$ cat config.mk
export PLATFORM = sky130hd
export DESIGN_NAME = shift_rotate_unit
export DESIGN_NICKNAME = d
export VERILOG_FILES = /design/src/rtl/shift_rotate_unit_pkg.sv /design/src/rtl/shift_rotate_unit_shift_step.sv /design/src/rtl/shift_rotate_unit.sv
export SDC_FILE = /design/constraint.sdc
export NUM_CORES = 1
export LEC_CHECK = 0
export CAP_MARGIN = 20
export CORE_UTILIZATION = 30
export DETAILED_ROUTE_END_ITERATION = 8
export PLACE_DENSITY = 0.54
export SYNTH_ARGS = -nofsm -noshare
export SYNTH_HDL_FRONTEND = slang
export SYNTH_HIERARCHICAL = 1
export SYNTH_SLANG_ARGS = --single-unit
$ cat constraint.sdc
create_clock -name clock -period 3.48 [get_ports clock]
set_input_delay 0.696 -clock clock [delete_from_list [all_inputs] [get_ports clock]]
set_output_delay 0.696 -clock clock [all_outputs]
set_load 0.02 [all_outputs]
$ cat src/rtl/shift_rotate_unit_pkg.sv
// Shared definitions for the shift/rotate engine: op codes, FSM state
// encoding and a constant-evaluable ceil(log2) helper for sizing.
package shift_rotate_unit_pkg;

  localparam logic [2:0] OP_SHL  = 3'b000;
  localparam logic [2:0] OP_SHR  = 3'b001;
  localparam logic [2:0] OP_SHRA = 3'b010;
  localparam logic [2:0] OP_ROL  = 3'b011;
  localparam logic [2:0] OP_ROR  = 3'b100;

  typedef enum logic [1:0] {
    ST_IDLE  = 2'd0,
    ST_SHIFT = 2'd1,
    ST_DONE  = 2'd2
  } state_e;

  // ceil(log2(value)); returns 0 for value <= 1.
  function automatic int clog2(input int value);
    int result;
    int rem;
    result = 0;
    rem    = value - 1;
    while (rem > 0) begin
      result++;
      rem = rem >> 1;
    end
    return result;
  endfunction

endpackage

$ cat src/rtl/shift_rotate_unit_shift_step.sv
// Combinational single-step mover. Each level moves the word by a fixed
// power of two when the matching step bit is set, so any step in
// 0..MAX_STEP is composed from log2(MAX_STEP)+1 constant-distance levels.
module shift_step
  import shift_rotate_unit_pkg::*;
#(
  parameter int WIDTH    = 32,
  parameter int MAX_STEP = 8,
  parameter int STEP_W   = clog2(MAX_STEP) + 1
) (
  input  logic [2:0]        op,
  input  logic [WIDTH-1:0]  work,
  input  logic [STEP_W-1:0] step,
  output logic [WIDTH-1:0]  next_work
);

  // Move x by a constant distance s according to op. Reserved ops pass
  // through unchanged. A rotate by WIDTH degenerates to identity because
  // x << WIDTH is zero and x >> 0 is x.
  function automatic logic [WIDTH-1:0] move(input logic [2:0]       o,
                                            input logic [WIDTH-1:0] x,
                                            input int               s);
    case (o)
      OP_SHL:  move = x << s;
      OP_SHR:  move = x >> s;
      OP_SHRA: move = $signed(x) >>> s;
      OP_ROL:  move = (x << s) | (x >> (WIDTH - s));
      OP_ROR:  move = (x >> s) | (x << (WIDTH - s));
      default: move = x;
    endcase
  endfunction

  logic [STEP_W:0][WIDTH-1:0] stage;

  assign stage[0] = work;

  for (genvar k = 0; k < STEP_W; k++) begin : g_level
    assign stage[k+1] = step[k] ? move(op, stage[k], 1 << k) : stage[k];
  end

  assign next_work = stage[STEP_W];

endmodule

$ cat src/rtl/shift_rotate_unit.sv
// Multi-cycle shift/rotate engine with a start/busy/done handshake.
// Moves at most MAX_STEP positions per clock; result is registered and
// held until the next operation completes or clear is asserted.
module shift_rotate_unit
  import shift_rotate_unit_pkg::*;
#(
  parameter int WIDTH     = 32,
  parameter int MAX_STEP  = 8,
  parameter int AMT_WIDTH = 32
) (
  input  logic                 clock,
  input  logic                 clear,
  input  logic                 start,
  input  logic [2:0]           op,
  input  logic [WIDTH-1:0]     data_in,
  input  logic [AMT_WIDTH-1:0] amount,
  output logic                 busy,
  output logic                 done,
  output logic [WIDTH-1:0]     result
);

  localparam int LOG_W  = clog2(WIDTH);
  localparam int REM_W  = LOG_W + 1;          // holds 0..WIDTH
  localparam int STEP_W = clog2(MAX_STEP) + 1; // holds 0..MAX_STEP

  state_e             state_q, state_d;
  logic [2:0]         op_q, op_d;
  logic [WIDTH-1:0]   work_q, work_d;
  logic [REM_W-1:0]   rem_q, rem_d;
  logic [WIDTH-1:0]   result_q, result_d;

  logic [REM_W-1:0]   eff;
  logic [STEP_W-1:0]  step;
  logic [REM_W-1:0]   rem_after;
  logic [WIDTH-1:0]   next_work;

  // Effective count for the incoming request: rotates wrap modulo WIDTH,
  // shifts saturate at WIDTH using the full amount, reserved ops do nothing.
  always_comb begin
    // NOTE: every combinational output gets a default first so no path
    // leaves it unassigned, which would otherwise infer a latch.
    eff = '0;
    case (op)
      OP_SHL, OP_SHR, OP_SHRA: begin
        if (amount >= AMT_WIDTH'(WIDTH)) eff = REM_W'(WIDTH);
        else                             eff = amount[REM_W-1:0];
      end
      OP_ROL, OP_ROR: eff = REM_W'(amount[LOG_W-1:0]);
      default:        eff = '0;
    endcase
  end

  // Per-cycle step is the remaining count capped at MAX_STEP.
  always_comb begin
    step = '0;
    if (rem_q > REM_W'(MAX_STEP)) step = STEP_W'(MAX_STEP);
    else                          step = STEP_W'(rem_q);
    rem_after = rem_q - REM_W'(step);
  end

  shift_step #(
    .WIDTH    (WIDTH),
    .MAX_STEP (MAX_STEP),
    .STEP_W   (STEP_W)
  ) u_shift_step (
    .op        (op_q),
    .work      (work_q),
    .step      (step),
    .next_work (next_work)
  );

  // Next-state logic: accept in IDLE or DONE, step in SHIFT, and load the
  // result register only on the transition into DONE.
  always_comb begin
    state_d  = state_q;
    op_d     = op_q;
    work_d   = work_q;
    rem_d    = rem_q;
    result_d = result_q;
    case (state_q)
      ST_IDLE, ST_DONE: begin
        if (start) begin
          op_d   = op;
          work_d = data_in;
          rem_d  = eff;
          if (eff != '0) begin
            state_d = ST_SHIFT;
          end else begin
            state_d  = ST_DONE;
            result_d = data_in;
          end
        end else if (state_q == ST_DONE) begin
          state_d = ST_IDLE;
        end
      end
      ST_SHIFT: begin
        work_d = next_work;
        rem_d  = rem_after;
        if (rem_after == '0) begin
          state_d  = ST_DONE;
          result_d = next_work;
        end
      end
      default: state_d = ST_IDLE;
    endcase
  end

  // State registers with synchronous clear that also discards any
  // in-flight operation.
  always_ff @(posedge clock) begin
    // NOTE: sequential state uses non-blocking assignments so every flop
    // samples pre-edge values regardless of statement order.
    if (clear) begin
      state_q  <= ST_IDLE;
      op_q     <= '0;
      work_q   <= '0;
      rem_q    <= '0;
      result_q <= '0;
    end else begin
      state_q  <= state_d;
      op_q     <= op_d;
      work_q   <= work_d;
      rem_q    <= rem_d;
      result_q <= result_d;
    end
  end

  assign busy   = (state_q == ST_SHIFT);
  assign done   = (state_q == ST_DONE);
  assign result = result_q;

endmodule
; Word-level counts from Yosys, hierarchy flattened
; Cells that the tools add are included.
[totals]
elab_cells = 67
in_bits = 70
reg_bits = 75
out_inout_bits = 34
[op_classes]
magnitude_cmp = 2
reduce_logical = 13
n_eq_ne = 14
n_addsub = 1
n_bitwise = 8
n_mux = 24
[ops]
columns = cell, n
row1 = case mux 32 bit (5 select lines), 4
row2 = two-way mux 32 bit, 8
row3 = case mux 32 bit (2 select lines), 2
row4 = "greater-or-equal comparator 32 x 6 -> 1 bit, second input constant", 1
row5 = bitwise OR 24 x 32 -> 32 bit, 1
row6 = bitwise OR 28 x 32 -> 32 bit, 1
row7 = bitwise OR 30 x 32 -> 32 bit, 1
row8 = bitwise OR 31 x 32 -> 32 bit, 1
row9 = bitwise OR 32 x 1 -> 32 bit, 1
row10 = bitwise OR 32 x 2 -> 32 bit, 1
row11 = bitwise OR 32 x 4 -> 32 bit, 1
row12 = bitwise OR 32 x 8 -> 32 bit, 1
row13 = case mux 6 bit (2 select lines), 2
row14 = "equality test 3 x 2 -> 1 bit, second input constant", 4
row15 = two-way mux 6 bit, 2
row16 = two-way mux 2 bit, 4
row17 = "equality test 3 x 1 -> 1 bit, second input constant", 2
row18 = "equality test 3 bit, second input constant", 2
row19 = "> comparator 6 x 4 -> 1 bit, second input constant", 1
row20 = zero test 3 bit, 2
row21 = zero test 6 bit, 1
row22 = AND reduction 2 bit, 3
row23 = nonzero test 6 bit, 1
row24 = subtractor 6 x 4 -> 6 bit, 1
row25 = other kinds (12), 14

; Depth between registers and ports, before layout
[depth]
ltp_word = 14
ltp_mapped = 15
mapped_depth_nobuf = 11

; Cells and area by module
; The synthesis kept the hierarchy.
[modules_own_cells]
columns = module, seq_area_each_um2, instances, area_each_um2, cells_each
row1 = shift_step, 0.0, 1, 4081.4, 625
row2 = shift_rotate_unit, 1501.4, 1, 3647.2, 428

; Worst setup path before layout
; OpenSTA, ideal clock, no wires.
[synth_timing]
path_type = reg2reg
from = register rem_q[3]
to = register result_q[31] (netlist: result[31])
setup_time_ps = 91
required_time_ps = 3389
path_slack_ps = 381
path_buffers = 3
path_stages_with_launch = 15
synth_period_minus_slack_ps = 3099
arrival_ps = 3008
path_cell_list = dfxtp_1 -> clkbuf_1 -> nor3_1 -> and2_1 -> clkbuf_2 -> nor4b_4 -> clkbuf_1 -> a22oi_1 -> a31oi_1 -> o22ai_1 -> a221oi_2 -> a221oi_1 -> a21oi_1 -> nand2_1 -> a311oi_1
[synth_via]
elab_chain_len = 14
word_cells_on_any_way = 21
cone_classes = 1 x add/sub / 1 x order compare / 1 x eq/ne / 10 x mux / 6 x bitwise / 2 x reduce/logical
[synth_rtl]
columns = element, line
row1 = "start, declared", shift_rotate_unit.sv:29  ; logic [REM_W-1:0] rem_q, rem_d;
row2 = "start signal, assigned", shift_rotate_unit.sv:123  ; rem_q <= rem_d;
row3 = > comparator 6 x 4 -> 1 bit (*), shift_rotate_unit.sv:56  ; if (rem_q > REM_W'(MAX_STEP)) step = STEP_W'(MAX_STEP);
row4 = two-way mux 4 bit (*), shift_rotate_unit.sv:56
row5 = net step[0], shift_rotate_unit.sv:33  ; logic [STEP_W-1:0] step;
row6 = two-way mux 32 bit (*), shift_rotate_unit_shift_step.sv:38  ; assign stage[k+1] = step[k] ? move(op, stage[k], 1 << k) : stage[k];
row7 = bitwise OR 30 x 32 -> 32 bit / bitwise OR 32 x 2 -> 32 bit (equally long branches), "shift_rotate_unit_shift_step.sv:28, shift_rotate_unit_shift_step.sv:27"
row8 = case mux 32 bit (5 select lines), shift_rotate_unit_shift_step.sv:23  ; case (o)
row9 = two-way mux 32 bit (*), shift_rotate_unit_shift_step.sv:38
row10 = bitwise OR 28 x 32 -> 32 bit / bitwise OR 32 x 4 -> 32 bit (equally long branches), "shift_rotate_unit_shift_step.sv:28, shift_rotate_unit_shift_step.sv:27"
row11 = case mux 32 bit (5 select lines), shift_rotate_unit_shift_step.sv:23
row12 = two-way mux 32 bit (*), shift_rotate_unit_shift_step.sv:38
row13 = bitwise OR 24 x 32 -> 32 bit / bitwise OR 32 x 8 -> 32 bit (equally long branches), "shift_rotate_unit_shift_step.sv:28, shift_rotate_unit_shift_step.sv:27"
row14 = case mux 32 bit (5 select lines), shift_rotate_unit_shift_step.sv:23
row15 = two-way mux 32 bit (*), shift_rotate_unit_shift_step.sv:38
row16 = net next_work[31], shift_rotate_unit.sv:35  ; logic [WIDTH-1:0] next_work;
row17 = two-way mux 32 bit (*), shift_rotate_unit.sv:99  ; if (rem_after == '0) begin
row18 = case mux 32 bit (2 select lines) (*), shift_rotate_unit.sv:80  ; case (state_q)
row19 = "end signal, assigned", shift_rotate_unit.sv:124  ; result_q <= result_d;
row20 = "end, declared", shift_rotate_unit.sv:30  ; logic [WIDTH-1:0] result_q, result_d;
; Mark *: on every way through the listed nets, which the timed path passes. The rest lies on a longest branch. The select of a mux whose other input is x is not followed.
; A chain may end at the register's enable or synchronous reset.

; Worst setup path in the final report
[layout_timing]
from = register rem_q[4]
to = register result_q[1] (netlist: result[1])
; The elaborated chain is that of the path after synthesis.

==> flow_summary.ini <==
[worst_setup_path]
crit_required_ns = 3.74
cp_max_fo = 5
rr_startpoint = rem_q[4]$_SDFFE_PP0P_
crit_chain = nor3_2 -> and2_4 -> buf_4 -> nor4b_4 -> buf_4 -> buf_12 -> clkbuf_16 -> a22oi_1 -> buf_4 -> nand4_1 -> o211ai_1 -> o211ai_1 -> buf_4 -> o21ai_0 -> buf_4 -> o211ai_1 -> nand2_1 -> a311oi_1
path_common_cell = buf_4
cp_num_buf_inv = 7
r2r_slack_ns = 0.08
r2r_cells = 18
cp-startpoint = rem_q[4]$_SDFFE_PP0P_
cp_top_family = compound AO/OA/AOI/OAI gates
worstSetupStartpointType = flip-flop
crit_path_top_delay_cell = dfxtp_1
cp-end-kind = flip-flop
crit_type = reg2reg
path_depth = 18
worstSetupEndpoint = result[1]$_SDFFE_PP0P_
reg2reg_to = result[1]$_SDFFE_PP0P_
critPathArrivalTime_ns = 3.66
max_stage_delay_ns = 0.32

[cts]
clk_pin_slew_ns = 0.07
h-tree-depth = 3
holdBufCountCts = 0
ctsLongestPathBuffers = 2
root_buffer = clkbuf_16
cts_tree = done
clk_latency_ns = 0.35
cts_buffers = 9
clkSinkCount = 75

[yosys]
synth_xor_area_frac = 0.00923
synth_top_area_cell = dfxtp_1
ys_ff_latch = 75
avgSynthCellArea_sq_um = 7.34
synth_mux_area_frac = 0.0677
syn_inst = 1053
synthTopCellsByCount = nand2_1 (162), a21oi_1 (86), dfxtp_1 (75), a31oi_1 (66), clkbuf_1 (56)
synth_top_family_by_area = compound AO/OA/AOI/OAI gates
synth_fa_ha_area_frac = 0.00162
syn_area_sq_um = 7730
synth_area_leaders = dfxtp_1 (19%), nand2_1 (7.9%), a21oi_1 (5.6%), a31oi_1 (5.3%), mux2_2 (5.0%)
synth-compound-area-share = 0.430
synth_flop_cell = dfxtp_1
yosysMostFrequentCell = nand2_1
synth-edff-count = 0
ys_types = 86
syn_nets = 1124
synth_top_area_share = 0.194
yosys.area_share.simple = 0.219
async_flop_share = 0
yosys_warnings = 6
synth_seq_area_share = 0.194

[timing]
rsz0062_at_grt = yes
setup-violations-final = 0
finalHoldViolCount = 0
maxSlewHeadroom = 0.513
fin_crit_sh = 0.977
tightest_slew_ns = 0.731
drv_slew = 0
min_period_ns = 3.40
skew_ns = 0.0153
max_freq_ghz = 0.294

[global_routing]
grt_usage = 0.314
grt-ovfl-total = 0
grt_pass1_wl_mm = 62.4
antenna_found_initial = 1
grt_pass1_vias = 9587
grt_max_degree = 76

[finish]
drive_gt1_frac = 0.251
design_area_sq_um = 10900
final_core_utilization = 0.432
fillers = 2615
fin_nets = 1339
area_growth_pct = 41.2

[route]
dr.pass1.iters = 6
vias_per_cell = 6.42
vias = 10300
drt_wl_total_mm = 41.8
drc = 0
wl_per_cell_microns = 26.1
antenna_left = 0
dr.first_iter.drc_count = 1285

[place]
port_buffers = 103
hpwl_mm = 31.8
globalplace.congestion = 1.06
placed_area_sq_um = 10300

[job]
maxCapViolCount = 0

[pwr]
fin_total_pwr_mw = 4.72
p_per_area_nw_per_um2 = 433
peakVddDrop_uv = 270
power.static_leakage_nw = 4.10

[floorplanning]
core_area_sq_um = 25300
num_rows = 58
die_area_sq_um = 26400
ios = 104
fp.dieW_microns = 163
die_h_microns = 163
start_util = 0.306

[hold_path]
min-delay-path-class = reg2reg
holdCritStartpoint = op_q[0]$_SDFFE_PP0P_

[run_status]
status = finished, final reports clean
[sequential cells by signal, indices dropped and copies added (netlist names)]
register and flops:
result 32, work_q 32, rem_q 6, op_q 3, state_q 2
[layout by cell type, fill, tap and decap left out, types with 4 or more instances in the layout]
cell | synthesis | final
and3b_1 | 4 | 4
o32ai_1 | 7 | 7
a31oi_2 | 1 | 5
o21ai_0 | 47 | 44
a311oi_1 | 27 | 26
a22oi_1 | 29 | 26
o31ai_1 | 6 | 5
nor4_1 | 10 | 10
and2_1 | 14 | 13
clkbuf_16 | 0 | 10
a31oi_1 | 66 | 62
and4b_1 | 5 | 5
and3_1 | 12 | 12
nor3_1 | 13 | 12
a221oi_1 | 14 | 14
nand2_1 | 162 | 160
a22o_1 | 12 | 12
a211oi_1 | 26 | 24
inv_1 | 8 | 8
buf_4 | 7 | 190
o211ai_1 | 24 | 24
a221o_1 | 11 | 10
clkdlybuf4s50_1 | 0 | 102
nand4_1 | 18 | 18
o221ai_1 | 10 | 10
nand3_1 | 36 | 36
mux2_2 | 34 | 34
a311oi_2 | 6 | 7
nor2_1 | 42 | 41
buf_12 | 1 | 18
nand2b_1 | 4 | 4
a21oi_1 | 86 | 82
o21ai_1 | 8 | 9
dfxtp_1 | 75 | 72
mux2i_1 | 14 | 14
nor2b_1 | 7 | 6
o21a_1 | 7 | 7
o2111ai_1 | 20 | 20
a32oi_1 | 15 | 14
[cell type report]
| type | instances | area, sq um | share of cell area |
|---|---|---|---|
| Multi-Input combinational cell | 860 | 5790 | 0.530 |
| Clock inverter | 7 | 96.3 | 0.00883 |
| Timing Repair Buffer | 313 | 2850 | 0.261 |
| Sequential cell | 75 | 1510 | 0.138 |
| Antenna cell | 1 | 2.50 | 0.000229 |
| Inverter | 9 | 33.8 | 0.00310 |
| Tap cell | 330 | 413 | 0.0378 |
| Clock buffer | 9 | 225 | 0.0206 |
[routing by layer]
layer | part of all wire | track usage
met2 | 0.44 | 0.482
met1 | 0.42 | 0.432
met3 | 0.090 | 0.0456
met5 | 0 | 0
met4 | 0.045 | 0.137
[how the worst min path moves through the flow]
stage / slack (ns) / to / cells past startpoint
2_1_floorplan: 0.44 / op_q[2]$_SDFFE_PP0P_ / 2
3_3_place_gp: 0.49 / state_q[1]$_SDFFE_PP0P_ / 2
3_5_place_dp: 0.50 / state_q[1]$_SDFFE_PP0P_ / 2
4_1_cts: 0.51 / state_q[1]$_SDFFE_PP0P_ / 2
5_1_grt: 0.55 / rem_q[0]$_SDFFE_PP0P_ / 2
6_report: 0.51 / op_q[0]$_SDFFE_PP0P_ / 2
[power breakdown]
group          leakage [nW]  total [mW]  internal, mW  switching [mW]
sequential            0.618        1.13         0.964           0.168
combinational          3.33        2.56          1.08            1.48
clock                 0.154        1.03         0.579           0.453
[logic make-up (layout without fill, tap and decap cells)]
kind of cell,Yosys count,count (layout)
AOI/OAI and AO/OA,459,459
other,1,2
buffers and inverters,118,338
adders and majority gates,1,1
xor gates and xnor gates,3,3
muxes,48,48
and+or+nand+nor,348,348
DFF,75,75
[stage by stage]
step	setup TNS (ns)	worst slack [ns]	instances	hold slack, ns
final	0	0.0795	1604	0.508
after global routing	-0.228	-0.0474	1603	0.546
after CTS	0	0.0174	1592	0.510
after detailed placement	-0.624	-0.179	1576	0.501
after global placement	-0.442	-0.152	1576	0.495
after floorplan	0	0.381	1053	0.437
[worst reg2reg max path, delay by kind of cell, from the launching register on]
kind | cells | cell delay, ns
DFF | 1 | 0.32
and+or+nand+nor | 5 | 0.84
AOI/OAI and AO/OA | 6 | 1.10
buffers and inverters | 7 | 1.04
[repair_timing]
action	4_1_cts	5_1_grt
setup buffers	0	10
gates cloned	0	1
pin swaps	0	8
setup endpoints to repair	9	41
gates resized for setup	4	27
(Power assumes the default switching activity.)
